### src/rtl/wb_packer_pkg.sv
// Shared constants for the write-back packer: burst geometry and FSM encoding.
package wb_packer_pkg;
   localparam int DEF_BURST_LEN = 8;
   localparam int FP16_W        = 16;

   localparam logic [1:0] ST_ACCUM = 2'd0;
   localparam logic [1:0] ST_FLUSH = 2'd1;
   localparam logic [1:0] ST_REQ   = 2'd2;
endpackage

### src/rtl/wb_lane_pack.sv
// Lane counter, pack register and mask generation; emits one registered packed
// word per completed burst, or a zero-filled partial word on flush.
module wb_lane_pack
   import wb_packer_pkg::*;
#(
   parameter int BURST_LEN = DEF_BURST_LEN
) (
   input  logic                          clk,
   input  logic                          rst_n,
   input  logic                          en,
   input  logic [FP16_W-1:0]             data,
   input  logic                          flush,
   output logic [FP16_W*BURST_LEN-1:0]   word,
   output logic [BURST_LEN-1:0]          mask,
   output logic                          done
);
   localparam int CNT_W = $clog2(BURST_LEN);
   localparam logic [CNT_W-1:0] LAST = CNT_W'(BURST_LEN-1);

   logic [CNT_W-1:0]                     lane_cnt;
   logic [BURST_LEN-1:0][FP16_W-1:0]     pack, pack_nxt, part_word;
   logic [BURST_LEN-1:0]                 part_mask;
   logic                                 last_lane;

   assign last_lane = en && (lane_cnt == LAST);

   always_comb begin
      pack_nxt = pack;
      if (en) pack_nxt[lane_cnt] = data;
   end

   // Lanes at or above lane_cnt hold stale data from an earlier burst.
   for (genvar g = 0; g < BURST_LEN; g++) begin : g_lane
      localparam logic [CNT_W-1:0] IDX = CNT_W'(g);
      assign part_mask[g] = IDX < lane_cnt;
      assign part_word[g] = part_mask[g] ? pack[g] : '0;
   end

   // word/mask form the output buffer, so pack refills while a write drains.
   always_ff @(posedge clk or negedge rst_n) begin
      if (!rst_n) begin
         lane_cnt <= '0;
         pack     <= '0;
         word     <= '0;
         mask     <= '0;
         done     <= 1'b0;
      end else begin
         done <= 1'b0;
         pack <= pack_nxt;
         if (last_lane) begin
            lane_cnt <= '0;
            word     <= pack_nxt;
            mask     <= '1;
            done     <= 1'b1;
         end else if (flush) begin
            lane_cnt <= '0;
            if (lane_cnt != '0) begin
               word <= part_word;
               mask <= part_mask;
               done <= 1'b1;
            end
         end else if (en) begin
            lane_cnt <= lane_cnt + 1'b1;
         end
      end
   end
endmodule

### src/rtl/wb_packer.sv
// Result-stream packer: collects FP16 words into bursts, writes them to the
// output RAM, flushes on gemm_finish and hands the buffer to the DMA.
module wb_packer
   import wb_packer_pkg::*;
#(
   parameter int BURST_LEN = DEF_BURST_LEN,
   parameter int ADDR_W    = 10
) (
   input  logic                          clk,
   input  logic                          rst_n,
   input  logic                          output_en,
   input  logic [FP16_W-1:0]             output_data,
   input  logic                          gemm_finish,
   output logic                          o_ram_wr_en,
   output logic [ADDR_W-1:0]             o_ram_wr_addr,
   output logic [FP16_W*BURST_LEN-1:0]   o_ram_wr_data,
   output logic [BURST_LEN-1:0]          o_ram_wr_mask,
   output logic                          wb_req,
   output logic [ADDR_W:0]               wb_words,
   input  logic                          wb_ack,
   output logic                          err_overrun
);
   localparam logic [ADDR_W-1:0] ADDR_MAX = '1;

   logic [1:0]        state;
   logic              accept, flush, done, full, wr_fire;
   logic [ADDR_W:0]   word_cnt;
   logic [ADDR_W-1:0] wr_addr;

   assign accept = output_en && (state == ST_ACCUM);
   assign flush  = (state == ST_FLUSH);

   wb_lane_pack #(.BURST_LEN(BURST_LEN)) u_lane_pack (
      .clk   (clk),
      .rst_n (rst_n),
      .en    (accept),
      .data  (output_data),
      .flush (flush),
      .word  (o_ram_wr_data),
      .mask  (o_ram_wr_mask),
      .done  (done)
   );

   assign full          = word_cnt[ADDR_W];
   assign wr_fire       = done && !full;
   assign o_ram_wr_en   = wr_fire;
   assign o_ram_wr_addr = wr_addr;

   // A flush write lands on the first REQ cycle; hold off the request until
   // it has been counted so wb_words is final when wb_req rises.
   assign wb_req   = (state == ST_REQ) && !done;
   assign wb_words = wb_req ? word_cnt : '0;

   always_ff @(posedge clk or negedge rst_n) begin
      if (!rst_n) begin
         state       <= ST_ACCUM;
         word_cnt    <= '0;
         wr_addr     <= '0;
         err_overrun <= 1'b0;
      end else begin
         if ((output_en && state != ST_ACCUM) || (done && full))
            err_overrun <= 1'b1;
         if (wr_fire) begin
            word_cnt <= word_cnt + 1'b1;
            if (wr_addr != ADDR_MAX) wr_addr <= wr_addr + 1'b1;
         end
         case (state)
            ST_ACCUM: if (gemm_finish) state <= ST_FLUSH;
            ST_FLUSH: state <= ST_REQ;
            ST_REQ: begin
               if (wb_req && wb_ack) begin
                  state    <= ST_ACCUM;
                  word_cnt <= '0;
                  wr_addr  <= '0;
               end
            end
            default: state <= ST_ACCUM;
         endcase
      end
   end
endmodule

### config.mk
export PLATFORM = sky130hd
export DESIGN_NAME = wb_packer
export DESIGN_NICKNAME = d
export VERILOG_FILES = /design/src/rtl/wb_packer_pkg.sv /design/src/rtl/wb_lane_pack.sv /design/src/rtl/wb_packer.sv
export SDC_FILE = /design/constraint.sdc
export NUM_CORES = 1
export LEC_CHECK = 0
export CAP_MARGIN = 20
export CORE_ASPECT_RATIO = 0.8
export CORE_MARGIN = 1.5
export CORE_UTILIZATION = 50
export CTS_CLUSTER_SIZE = 30
export DETAILED_ROUTE_END_ITERATION = 8
export HOLD_SLACK_MARGIN = 0.06
export PLACE_DENSITY = 0.85
export RECOVER_POWER = 50
export SLEW_MARGIN = 15
export SYNTH_ARGS = -nofsm -noshare
export SYNTH_HDL_FRONTEND = slang
export SYNTH_SLANG_ARGS = --single-unit
### constraint.sdc
create_clock -name clk -period 2.55 [get_ports clk]
set_input_delay 0.255 -clock clk [delete_from_list [all_inputs] [get_ports clk]]
set_output_delay 0.255 -clock clk [all_outputs]
set_load 0.01 [all_outputs]
==> flow_summary.json <==
{
  "drc_errors": 0,
  "dieArea_sq_mm": 0.02551,
  "r2r_start": "u_lane_pack.lane_cnt[0]$_DFFE_PN0P_",
  "gp_congestion": 0.8777,
  "drt_first_iter_violations": 803,
  "coreArea_sq_mm": 0.02425,
  "timing.final.crit_share": 0.9608,
  "yosysTopAreaCell": "dfrtp_1",
  "yosys_warnings": 0,
  "cp-end-kind": "output port",
  "io-pin-count": 181,
  "ys_seq_area_frac": 0.5951,
  "clockBufferDepth": 3,
  "drt-wirelength-per-cell_microns": 20.94,
  "mostFrequentLayoutCell": "dfrtp_1",
  "avgSynthCellArea_sq_um": 13.22,
  "ys_ff_latch": 292,
  "status": "finished, violations left",
  "ys_async_sr_fraction": 1.000,
  "rows": 51,
  "dp_hpwl_microns": 20090,
  "cap_violations": 1,
  "synth_edf_count": 0,
  "power_density_mw_per_mm2": 1041,
  "place_ws_ns": 0.2298,
  "synth.top_cell.area_share": 0.5951,
  "final_area_sq_mm": 0.01565,
  "setup_viol": 0,
  "root_buffer": "clkbuf_16",
  "synth_cell_types": 56,
  "dieHeight_microns": 143.2,
  "drt_pass1_iterations": 5,
  "syn_to_final_growth_pct": 27.46,
  "portBuffers": 180,
  "synthesis.nets": 955,
  "via_per_inst": 5.968,
  "htreeDepth": 1,
  "tightest_slew_ns": 1.932,
  "irDropWorstVdd_uv": 536.1,
  "syn_inst": 929,
  "period_minus_slack_ns": 2.450,
  "dpl-instance-area_sq_mm": 0.01454,
  "fillerInstances": 1767,
  "grt_max_degree": 75,
  "initial_core_util": 0.5064,
  "insertion_delay_ns": 0.54,
  "fmax_mhz": 408.2,
  "drt_wl_total_microns": 30470,
  "p_leak_uw": 0.007338,
  "skew_ns": 0.01286,
  "finalHoldViolations": 0,
  "fin_setup_tns_ns": 0,
  "mostFrequentLayoutCells": "dfrtp_1 (290), mux2_2 (128), a221o_1 (113)",
  "synth_area_sq_mm": 0.01228,
  "reg2reg_depth": 7,
  "final_nets": 1140,
  "violations": "capacitance limit, slew limit",
  "min_from": "gemm_finish",
  "grt.overflow.total": 0,
  "clock-sinks": 292,
  "grt_usage": 0.2385,
  "crit_arrival_ns": 2.20,
  "hp-class": "in -> reg",
  "tritoncts": "built",
  "fin_ws_ns": 0.09996,
  "cts_buffers": 30,
  "grt_pass1_wl_microns": 47650,
  "dieWidth_microns": 178.2,
  "grt_pass1_vias": 8328,
  "hold_end": "state[0]$_DFFE_PN0P_",
  "cts.clk_slew.worst_paths_ns": 0.07,
  "n_antenna_cell": 0,
  "startpoint_type": "flop",
  "synth_area_leaders": "dfrtp_1 (60%), mux2_2 (12%), a221o_1 (9.2%)",
  "crit_type": "reg -> out",
  "r2r_end": "u_lane_pack.word[44]$_DFFE_PN0P_",
  "postRouteAntennaNets": 0,
  "relSlewSlack": -0.2879,
  "antenna_found_initial": 0,
  "drive_above_1_share": 0.2120,
  "rsz0062_at_grt": "false",
  "hold_depth": 2,
  "rrSetupSlack_ns": 0.21,
  "required_ns": 2.30,
  "drv_slew": 72,
  "synthFlopType": "dfrtp_1",
  "vias": 8684,
  "cp_max_fo": 10
}
[per-stage QoR]
stage	hold slack (ns)	total power (uW)	utilization	std cells
global route	0.2583	17050	0.6455	1455
CTS	0.2473	16420	0.6442	1451
global placement	0.2668	11520	0.5998	1395
finish	0.2592	16290	0.6455	1455
detailed placement	0.2733	11750	0.5998	1395
floorplan	-0.04059	9468	-	929
[synthesized netlist by cell type, drive strengths merged, types with 2 or more instances]
cell / instances
nor4: 4
nand3: 4
nor2: 28
xnor2: 7
nand2: 36
ha: 5
nand4: 3
mux2i: 3
mux2: 128
buf: 32
a22o: 17
a31oi: 3
and2: 109
a221o: 113
clkbuf: 37
dfrtp: 292
nor3: 12
o21ai: 9
xor2: 3
nor2b: 4
or2: 2
nand4bb: 2
nand3b: 3
inv: 7
nand2b: 5
a211oi: 3
nor3b: 18
a311oi: 2
o22ai: 3
and3: 4
and4: 2
a21oi: 15
[area by class of cell]
type                    count  area [sq um]  area share
clock buffers              42         887.1     0.05668
inverters                   7         26.28    0.001679
multi-input cells         561          4658      0.2976
well taps                 318         397.9     0.02542
flip-flops and latches    292          7310      0.4670
repair buffers            222          2195      0.1402
clock inverters            13         177.7     0.01135
[flip-flops by register name (all words and copies together), names as in the netlist]
| signal | count |
|---|---|
| word_cnt | 11 |
| state | 2 |
| u_lane_pack.done | 1 |
| u_lane_pack.mask | 8 |
| u_lane_pack.word | 128 |
| o_ram_wr_addr | 10 |
| err_overrun | 1 |
| u_lane_pack.pack | 128 |
| u_lane_pack.lane_cnt | 3 |
[layer usage]
| layer | track usage | part of all wire | up-vias |
|---|---|---|---|
| li1 | - | - | 3810 |
| met1 | 0.3557 | 0.45 | 4483 |
| met2 | 0.3643 | 0.45 | 339 |
| met3 | 0.03355 | 0.068 | 52 |
| met4 | 0.06886 | 0.028 | 0 |
| met5 | 0 | 0 | - |
[report_power, final]
part | internal, uW | total, uW | leakage (uW) | switching [uW]
registers | 6110 | 7050 | 0.00387 | 946
logic | 2550 | 4600 | 0.00294 | 2050
clock network | 2830 | 4630 | 0.000527 | 1810
total | 11500 | 16300 | 0.00734 | 4800
[cells by family after synthesis]
group,share of synthesized area
AO/OA/AOI/OAI,0.1256
AND/OR/NAND/NOR,0.1198
XOR/XNOR,0.007133
multiplexers,0.1198
buffers and inverters,0.02659
flip-flops,0.5951
adder cells (fa/ha/maj),0.005910
[worst max path at each step]
stage,start,end,slack [ns]
floorplan,u_lane_pack.lane_cnt[1]$_DFFE_PN0P_,u_lane_pack.word[100]$_DFFE_PN0P_,0.30
global placement,output_en,u_lane_pack.word[60]$_DFFE_PN0P_,0.30
detailed placement,output_en,u_lane_pack.word[94]$_DFFE_PN0P_,0.23
CTS,state[0]$_DFFE_PN0P_,wb_words[0],0.02
global route,state[0]$_DFFE_PN0P_,wb_words[1],0.03
finish,state[0]$_DFFE_PN0P_,wb_words[1],0.1
[worst max-delay path, cell delays in order (launching register included)]
cell	delay, ns
dfrtp_2	0.41
buf_4	0.18
nor3b_4	0.23
buf_4	0.17
and2_1	0.12
clkdlybuf4s50_1	0.53
[what timing repair did]
action,4_1_cts,5_1_grt
endpoints found under the setup margin,1,10
hold endpoints to repair,70,0
gates resized for setup,1,7
hold buffers,1,0
buffers inserted,0,2
cloned,0,1
Note: power is estimated with default switching activity, not from simulation.
